`src/rtl/rf_write_arbiter_pkg.sv`:
```
// Shared constants, requester indices and FSM encoding for the register-file write arbiter.
package rf_write_arbiter_pkg;

  localparam int unsigned ADDR_W = 5;
  localparam int unsigned DATA_W = 32;
  localparam int unsigned NREGS  = 32;

  localparam int unsigned REQ_ALU  = 0;
  localparam int unsigned REQ_LOAD = 1;
  localparam int unsigned REQ_IO   = 2;

  typedef enum logic {
    INIT = 1'b0,
    RUN  = 1'b1
  } rf_state_e;

  // Round-robin successor, wrapping at n rather than at a power of two.
  function automatic int unsigned rr_next(int unsigned idx, int unsigned n);
    return (idx + 1 >= n) ? 0 : idx + 1;
  endfunction

endpackage

```
`src/rtl/rf_write_arbiter_rr_arbiter.sv`:
```
// NREQ-wide priority scan starting at a pointer; one-hot grant plus winner index.
// RFARB_FIXED_PRIO_EN: ignore the pointer, requester 0 always highest priority.
module rr_arbiter #(
  parameter int unsigned NREQ  = 3,
  parameter int unsigned PTR_W = 2
) (
  input  logic             en_i,
  input  logic [NREQ-1:0]  valid_i,
  input  logic [PTR_W-1:0] ptr_i,
  output logic [NREQ-1:0]  grant_o,
  output logic [1:0]       idx_o,
  output logic             found_o
);

  int unsigned base;
  int unsigned pos;

`ifdef RFARB_FIXED_PRIO_EN
  logic unused_ptr;
  assign unused_ptr = ^ptr_i;
  assign base = 0;
`else
  assign base = 32'(ptr_i);
`endif

  always_comb begin
    grant_o = '0;
    idx_o   = '0;
    found_o = 1'b0;
    pos     = 0;
    for (int unsigned k = 0; k < NREQ; k++) begin
      pos = (base + k) % NREQ;
      if (en_i && !found_o && valid_i[pos]) begin
        found_o      = 1'b1;
        grant_o[pos] = 1'b1;
        idx_o        = 2'(pos);
      end
    end
  end

endmodule

```
`src/rtl/rf_write_arbiter.sv`:
```
// Owns the register-file write port: clear sweep of r1..r31 after reset, then
// round-robin (or fixed priority with RFARB_FIXED_PRIO_EN) sharing among requesters.
module rf_write_arbiter
  import rf_write_arbiter_pkg::*;
#(
  parameter int unsigned NREQ   = 3,
  parameter int unsigned ADDR_W = rf_write_arbiter_pkg::ADDR_W,
  parameter int unsigned DATA_W = rf_write_arbiter_pkg::DATA_W,
  parameter int unsigned NREGS  = rf_write_arbiter_pkg::NREGS
) (
  input  logic                     clock,
  input  logic                     reset,
  input  logic [NREQ-1:0]          req_valid,
  output logic [NREQ-1:0]          req_ready,
  input  logic [NREQ*ADDR_W-1:0]   req_addr,
  input  logic [NREQ*DATA_W-1:0]   req_data,
  output logic                     rf_flag,
  output logic [ADDR_W-1:0]        rf_addr,
  output logic [DATA_W-1:0]        rf_data,
  output logic [1:0]               grant_id,
  output logic                     init_busy
);

  localparam int unsigned PTR_W = (NREQ > 1) ? $clog2(NREQ) : 1;

  rf_state_e         state_q;
  logic [ADDR_W-1:0] cnt_q;
  logic              rf_flag_q;
  logic [ADDR_W-1:0] rf_addr_q;
  logic [DATA_W-1:0] rf_data_q;
  logic [1:0]        grant_id_q;
  logic              init_busy_q;
  logic [PTR_W-1:0]  arb_ptr;

`ifdef RFARB_FIXED_PRIO_EN
  assign arb_ptr = '0;
`else
  logic [PTR_W-1:0] ptr_q;
  assign arb_ptr = ptr_q;
`endif

  logic              arb_en;
  logic [NREQ-1:0]   arb_grant;
  logic [1:0]        win_idx;
  logic              win_found;
  logic [ADDR_W-1:0] win_addr;
  logic [DATA_W-1:0] win_data;

  // Reset suppresses the handshake so a pending request stays with its owner.
  assign arb_en = (state_q == RUN) && !reset;

  rr_arbiter #(
    .NREQ  (NREQ),
    .PTR_W (PTR_W)
  ) u_arb (
    .en_i    (arb_en),
    .valid_i (req_valid),
    .ptr_i   (arb_ptr),
    .grant_o (arb_grant),
    .idx_o   (win_idx),
    .found_o (win_found)
  );

  assign req_ready = arb_grant;

  always_comb begin
    win_addr = '0;
    win_data = '0;
    for (int unsigned i = 0; i < NREQ; i++) begin
      if (32'(win_idx) == i) begin
        win_addr = req_addr[i*ADDR_W +: ADDR_W];
        win_data = req_data[i*DATA_W +: DATA_W];
      end
    end
  end

  always_ff @(posedge clock) begin
    if (reset) begin
      state_q     <= INIT;
      cnt_q       <= ADDR_W'(1);
      rf_flag_q   <= 1'b0;
      rf_addr_q   <= '0;
      rf_data_q   <= '0;
      grant_id_q  <= '0;
      init_busy_q <= 1'b1;
`ifndef RFARB_FIXED_PRIO_EN
      ptr_q       <= '0;
`endif
    end else begin
      case (state_q)
        INIT: begin
          rf_flag_q <= 1'b1;
          rf_addr_q <= cnt_q;
          rf_data_q <= '0;
          cnt_q     <= cnt_q + ADDR_W'(1);
          if (cnt_q == ADDR_W'(NREGS - 1)) begin
            state_q     <= RUN;
            init_busy_q <= 1'b0;
          end
        end
        RUN: begin
          if (win_found) begin
            // Writes to r0 are accepted but never reach the register file.
            rf_flag_q  <= (win_addr != '0);
            rf_addr_q  <= win_addr;
            rf_data_q  <= win_data;
            grant_id_q <= win_idx;
`ifndef RFARB_FIXED_PRIO_EN
            ptr_q      <= PTR_W'(rr_next(32'(win_idx), NREQ));
`endif
          end else begin
            rf_flag_q <= 1'b0;
          end
        end
        default: state_q <= INIT;
      endcase
    end
  end

  assign rf_flag   = rf_flag_q;
  assign rf_addr   = rf_addr_q;
  assign rf_data   = rf_data_q;
  assign grant_id  = grant_id_q;
  assign init_busy = init_busy_q;

endmodule

```
`config.mk`:
```
export PLATFORM = sky130hd
export DESIGN_NAME = rf_write_arbiter
export DESIGN_NICKNAME = d
export VERILOG_FILES = /design/src/rtl/rf_write_arbiter_pkg.sv /design/src/rtl/rf_write_arbiter_rr_arbiter.sv /design/src/rtl/rf_write_arbiter.sv
export SDC_FILE = /design/constraint.sdc
export NUM_CORES = 1
export LEC_CHECK = 0
export ABC_AREA = 1
export CORE_MARGIN = 3
export CORE_UTILIZATION = 35
export DETAILED_ROUTE_END_ITERATION = 10
export PLACE_DENSITY = 0.76
export RECOVER_POWER = 100
export SLEW_MARGIN = 20
export SYNTH_ARGS = -nofsm -noshare
export SYNTH_HDL_FRONTEND = slang
export SYNTH_SLANG_ARGS = --single-unit
```
`constraint.sdc`:
```
create_clock -name clock -period 2.5 [get_ports clock]
set_clock_uncertainty 0.2 [all_clocks]
set_input_delay 0.25 -clock clock [delete_from_list [all_inputs] [get_ports clock]]
set_output_delay 0.25 -clock clock [all_outputs]
set_load 0.01 [all_outputs]
```
==> results of run 1 <==
==> sequential cells by signal, indices dropped and copies added, names as in the netlist <==
signal	cells
rf_flag	1
rf_data	32
arb_ptr	2
state_q	1
grant_id	2
init_busy	1
rf_addr	5
cnt_q	5
==> metal layers <==
metal  vias up  routed length (µm)  GRT usage [%]
met5         -                   0              0
li1       1863                   -              -
met3        17                 576           3.97
met2       132                5920           39.0
met4         0                 193           4.86
met1      1741                5000           27.2
==> cell usage after synthesis, types with 2 or more instances <==
library cell and count:
nor2_2 2, ha_1 6, a22oi_1 3, nor2_1 25, buf_4 4, dfxtp_1 49, o211ai_1 15, nand4_2 2
nand4_1 3, inv_2 3, clkbuf_1 6, o21ai_0 7, inv_1 26, a21oi_1 39, nand2_1 181, nand3_1 45
buf_2 9, buf_6 5, nor2_4 3, nand2_2 4
==> worst max-delay path: stages (launching register included) <==
cell and delay, ps:
dfxtp_2 360, inv_2 60, ha_4 240, inv_4 70, nand2_2 60, nand2_2 90, nand2_2 60, nor2_4 200
nand2_4 100, nand4_4 130, nand2_4 100, buf_12 140, nor2_4 110, buf_12 130, buf_12 120, nand2_1 50
nand3_1 80, nand2_1 60, a21oi_1 130
==> metrics by stage <==
stage	power [mW]	instance area, µm²	cells	hold slack [ps]	setup WS [ps]
3_5_place_dp	1.09	4810	724	255	-100
5_1_grt	1.68	5420	752	289	-163
6_report	1.62	5420	752	267	-78.7
2_1_floorplan	0.882	2890	449	227	141
4_1_cts	1.61	5000	734	269	-6.51
3_3_place_gp	1.09	4810	724	249	-28.5
==> kinds of logic (layout without fill, tap and decap cells) <==
group | Yosys count | after routing | share of synthesized area (%)
AND/OR/NAND/NOR | 272 | 272 | 40.4
AO/OA/AOI/OAI | 69 | 69 | 13.9
adder cells (fa/ha/maj) | 6 | 6 | 2.60
buffers and inverters | 53 | 254 | 9.10
flip-flops | 49 | 49 | 34.0
==> power groups by stage <==
stage / registers (mW) / logic (mW) / clock network (mW)
after floorplan: 0.817 / 0.0646 / 0
after global placement: 0.816 / 0.274 / 0
after detailed placement: 0.816 / 0.275 / 0
after CTS: 0.798 / 0.280 / 0.530
after global routing: 0.799 / 0.314 / 0.562
final: 0.797 / 0.292 / 0.526
==> placed cells by master, fill, tap and decap left out, types with 5 or more instances in the layout <==
| cell | Yosys | layout |
|---|---|---|
| nand2_1 | 181 | 166 |
| clkdlybuf4s50_1 | 0 | 155 |
| dfxtp_1 | 49 | 47 |
| buf_4 | 4 | 39 |
| nand3_1 | 45 | 33 |
| a21oi_1 | 39 | 31 |
| nor2_1 | 25 | 23 |
| inv_1 | 26 | 18 |
| nand2_2 | 4 | 15 |
| o211ai_1 | 15 | 15 |
| nand3_2 | 1 | 12 |
| a21oi_2 | 0 | 8 |
| buf_12 | 0 | 8 |
| o21ai_0 | 7 | 7 |
| clkbuf_8 | 0 | 7 |
| inv_2 | 3 | 6 |
| buf_6 | 5 | 6 |
| nor2_4 | 3 | 5 |
| nand2_4 | 1 | 5 |
==> layout make-up <==
| cell class | instances | area [µm²] | area share, % |
|---|---|---|---|
| Inverter | 29 | 125 | 2.31 |
| Clock inverter | 1 | 5.00 | 0.0924 |
| Tap cell | 102 | 128 | 2.36 |
| Multi-Input combinational cell | 347 | 1890 | 34.8 |
| Clock buffer | 7 | 96.3 | 1.78 |
| Sequential cell | 49 | 986 | 18.2 |
| Timing Repair Buffer | 217 | 2190 | 40.4 |
==> repair_timing <==
item,4_1_cts,5_1_grt
hold buffers,0,0
hold endpoints to repair,0,0
resized for setup,25,63
pin swaps,1,29
gates cloned,0,3
setup endpoints to repair,40,44
buffers inserted,2,16
==> path summary, 6_finish.rpt <==
check	from	end	slack (ps)	cells past startpoint
max	arb_ptr[0]	rf_data[21]	-80	18
min	rf_data[3]	rf_data[3]	270	2
max reg2reg	arb_ptr[0]	rf_data[21]	-80	18
min reg2reg	rf_data[3]	rf_data[3]	270	2
==> impl_metrics.tcl, run 1 <==
set metrics [dict create \
    dieArea_um2 9370 \
    grt_overflow 0 \
    dr_total_vias 3753 \
    power.density_nw_per_um2 298 \
    yosysTopAreaCell "dfxtp_1" \
    synth_top_area_share_pct 34.0 \
    drc 0 \
    io_buffers 159 \
    cts_tree "done" \
    grt_first_pass_wirelength_um 17000 \
    first_pass_iters 4 \
    layout-drive-gt1-share_pct 21.1 \
    period_needed_ps 2580 \
    ys_types 32 \
    leakage_nw 2.20 \
    syn-num-nets 571 \
    ys_ff_latch 49 \
    num_rows 32 \
    clock_sinks 49 \
    start_util_pct 36.8 \
    worst-setup-path-type "reg2reg" \
    antenna_found_initial 0 \
    gp_congestion 0.896 \
    final-setup-viol-count 24 \
    synth_ff_type "dfxtp_1" \
    slew-limit-headroom_pct 60.0 \
    yosys-top-cells-area "dfxtp_1 (34%), nand2_1 (24%), nand3_1 (7.8%)" \
    pwr-share-clk_pct 32.6 \
    post_drt_via_cell_ratio 4.99 \
    worst_pin_slew_ps 599 \
    critPathMaxFanout 6 \
    power_switching_mw 0.376 \
    switching_share_pct 23.3 \
    grt_setup_unrepaired "yes" \
    area_growth_pct 87.7 \
    synth-async-reset-ratio_pct 0 \
    nNetsFinal 771 \
    postSynthCellCount 449 \
    cp_data_arrival_time_ps 2610 \
    cts-root-buf "clkbuf_8" \
    syn_area_um2 2890 \
    insertion_delay_ps 300 \
    grt_pass1_vias 3436 \
    drtIter0Drc 180 \
    start_kind "flop" \
    grtUsageTotal_pct 21.8 \
    failed_checks "negative setup slack" \
    setup_ws_ps -78.7 \
    boundaryPins 160 \
    fin_util_pct 69.0 \
    hold_viol_final 0 \
    fmax_ghz 0.388 \
    worstSetupEndpointType "flop" \
    die_x_um 96.8 \
    ant_nets 0 \
    cts_buffers 5 \
    seq_area_frac_synth_pct 34.0 \
    finalCritPeriodShare_pct 103 \
    worstPathRequired_ps 2530 \
    wirelength_um 11700 \
    hp-class "reg2reg" \
    internal_power_mw 1.24 \
    pwr-share-comb_pct 18.1 \
    synth-edff-count 0 \
    grt_max_degree 39 \
    cts_max_level 2 \
    yosysWarnings 0 \
    core_area_um2 7850 \
    status "finished, violations left" \
    cts.path.max_buffers 2 \
    clk_pin_slew_ps 90 \
    p_seq_share_pct 49.3 \
    syn_area_per_cell_um2 6.43 \
    tns_ps -1040 \
    antenna_cells 0 \
    fill_cells 642 \
    dp_hpwl_um 8160 \
    slew_viol_final 0 \
    maxCapViolations 0 \
    die_h_um 96.8 \
    ir_drop_v 0.000316 \
    wl_per_cell_um 15.5 \
]
(Power assumes the default switching activity.)
==> inputs of run 2 (changes only) <==
--- a/config.mk
+++ b/config.mk
@@ -7,9 +7,9 @@
 export LEC_CHECK = 0
 export ABC_AREA = 1
 export CORE_MARGIN = 3
-export CORE_UTILIZATION = 35
+export CORE_UTILIZATION = 42
 export DETAILED_ROUTE_END_ITERATION = 10
-export PLACE_DENSITY = 0.76
+export PLACE_DENSITY = 0.85
 export RECOVER_POWER = 100
 export SLEW_MARGIN = 20
 export SYNTH_ARGS = -nofsm -noshare
==> constraint.sdc (replaced) <==
create_clock -name clock -period 3.1 [get_ports clock]
set_clock_uncertainty 0.2 [all_clocks]
set_input_delay 0.31 -clock clock [delete_from_list [all_inputs] [get_ports clock]]
set_output_delay 0.31 -clock clock [all_outputs]
set_load 0.01 [all_outputs]
==> run 2 against run 1 <==
Compared with the run above:
- the flow now finishes without violations
- wire length shrank 12%
- critical path depth shrank 8
- cell count decreased by 9.8%
- utilization rose by 1.8 points
- via count decreased by 7.2%
- non-clock buffer count decreased by 49
- die area decreased by 16%
- clock-buffer cell count is 1 lower
- hold slack lost 1.6 ps
- clock power decreased by 28%
- largest power group unchanged
==> impl_metrics.tcl, run 2 (same netlist as run 1, synthesis figures left out) <==
set metrics [dict create \
    power_switching_mw 0.295 \
    worstPathRequired_ps 2590 \
    antenna_found_initial 0 \
    worstSetupEndpointType "output pin" \
    status "finished, final reports clean" \
    grt_first_pass_wirelength_um 15800 \
    die_x_um 88.9 \
    path_cells "inv_1 -> ha_1 -> inv_1 -> nand2_1 -> nand3_1 -> inv_1 -> nor2_4 -> nand4_2 -> nand3_1 -> clkdlybuf4s50_1" \
    pwr-share-clk_pct 30.3 \
    start_kind "flop" \
    cts.path.max_buffers 2 \
    layout-drive-gt1-share_pct 6.16 \
    period_needed_ps 2920 \
    fmax_ghz 0.342 \
    tns_ps 0 \
    slew-limit-headroom_pct 65.5 \
    critPathMaxFanout 4 \
    worst-setup-path-type "reg2out" \
    final-setup-viol-count 0 \
    layout_common_cells "nand2_1 (181), clkdlybuf4s50_1 (116), dfxtp_1 (48)" \
    hold_viol_final 0 \
    insertion_delay_ps 310 \
    first_pass_iters 4 \
    maxCapViolations 0 \
    grt_pass1_vias 3252 \
    cts_max_level 2 \
    worst_pin_slew_ps 515 \
    wirelength_um 10300 \
    power_mw 1.25 \
    cts_buffers 5 \
    grt_max_degree 39 \
    post_cts_buffers 0 \
    io_buffers 159 \
    switching_share_pct 23.7 \
    grtUsageTotal_pct 25.6 \
    largest_reg_flops 32 \
    wl_per_cell_um 15.2 \
    num_rows 29 \
    cp_data_arrival_time_ps 2410 \
    nNetsFinal 722 \
    cts-root-buf "clkbuf_8" \
    p_seq_share_pct 51.8 \
    ant_nets 0 \
    final_common_cell "nand2_1" \
    grt_overflow 0 \
    pwr-share-comb_pct 17.9 \
    fill_cells 534 \
    cts_tree "done" \
    power.density_nw_per_um2 271 \
    ir_drop_v 0.000293 \
    hp-class "reg2reg" \
    core_area_um2 6490 \
    antenna_cells 0 \
    finalCritPeriodShare_pct 94.2 \
    grt_setup_unrepaired "no" \
    drc 0 \
    ff2ff_setup_slack_ps 220 \
    gp_congestion 0.864 \
    crit_slowest_cell "clkdlybuf4s50_1" \
    dp_hpwl_um 8180 \
    boundaryPins 160 \
    crit_path_max_incr_delay_ps 550 \
    post_drt_via_cell_ratio 5.14 \
    internal_power_mw 0.951 \
    dr_total_vias 3482 \
    area_growth_pct 59.5 \
    die_h_um 88.9 \
    start_util_pct 44.4 \
    clock_sinks 49 \
    leakage_nw 1.95 \
    clk_pin_slew_ps 90 \
    dieArea_um2 7900 \
    drtIter0Drc 178 \
    slew_viol_final 0 \
    cp_common_cell "inv_1" \
]
[run 2: changes by cell type in the layout (fill, tap and decap cells not counted), moves of 11 or more]
cell / change
clkdlybuf4s50_1: -39
nand3_1: +12
dlygate4sd3_1: +42
buf_4: -32
nand3_2: -11
nand2_1: +15
[run 2: repair_timing]
action,CTS,global route
hold buffers,0,0
gates resized for setup,0,11
endpoints found under the setup margin,0,3
hold endpoints to repair,0,0
[run 2: area by class of cell]
class	instances	area, µm²	area share (%)
clock buffer	6	72.6	1.58
clock inverter	2	15.0	0.326
inverter	29	109	2.36
multi-input combinational	347	1670	36.3
sequential	49	982	21.3
tap	77	96.3	2.09
timing repair buffer	168	1660	36.0
[run 2: routing by layer]
| layer | part of all wire, % | GRT usage, % | vias up |
|---|---|---|---|
| met5 | 0 | 0 | - |
| met1 | 42 | 34.4 | 1574 |
| met3 | 7.6 | 5.07 | 19 |
| met4 | 2.2 | 7.28 | 0 |
| li1 | - | - | 1755 |
| met2 | 48 | 42.0 | 134 |
[run 2: critical path: cells and delay by family (launching register included)]
family	cells	cell delay, ps
flip-flops	1	380
adder cells (fa/ha/maj)	1	290
buffers and inverters	4	890
AND/OR/NAND/NOR	5	540
[run 2: stage by stage]
| stage | utilization [%] | setup slack (ps) | instance area (µm²) | hold WS (ps) | instances |
|---|---|---|---|---|---|
| 3_5_place_dp | 69.2 | 299 | 4500 | 255 | 670 |
| 4_1_cts | 70.6 | 14.4 | 4580 | 269 | 678 |
| 3_3_place_gp | 69.2 | 311 | 4500 | 252 | 670 |
| 5_1_grt | 70.9 | 2.53 | 4600 | 284 | 678 |
| 2_1_floorplan | - | 741 | 2890 | 265 | 449 |
| 6_report | 70.9 | 179 | 4600 | 266 | 678 |
[run 2: power by group through the flow]
| stage | logic, mW | registers, mW | clock network, mW |
|---|---|---|---|
| after floorplan | 0.0521 | 0.659 | 0 |
| after global placement | 0.224 | 0.659 | 0 |
| after detailed placement | 0.224 | 0.659 | 0 |
| after CTS | 0.225 | 0.645 | 0.388 |
| after global routing | 0.241 | 0.646 | 0.418 |
| final | 0.223 | 0.645 | 0.378 |
[run 2: worst paths after layout]
path          startpoint           end  cells past startpoint
max reg2reg   arb_ptr[0]    arb_ptr[1]                     14
max           arb_ptr[0]  req_ready[2]                     10
min          rf_data[20]   rf_data[20]                      2
min reg2reg  rf_data[20]   rf_data[20]                      2
==> inputs of run 3 (changes only) <==
--- a/config.mk
+++ b/config.mk
@@ -6,9 +6,11 @@
 export NUM_CORES = 1
 export LEC_CHECK = 0
 export ABC_AREA = 1
+export ABC_CLOCK_PERIOD_IN_PS = 3100
 export CORE_MARGIN = 3
 export CORE_UTILIZATION = 42
 export DETAILED_ROUTE_END_ITERATION = 10
+export HOLD_SLACK_MARGIN = 0.12
 export PLACE_DENSITY = 0.85
 export RECOVER_POWER = 100
 export SLEW_MARGIN = 20
==> results of run 3 <==
No change in the layout: final DEF, timing and power equal those of run 2.
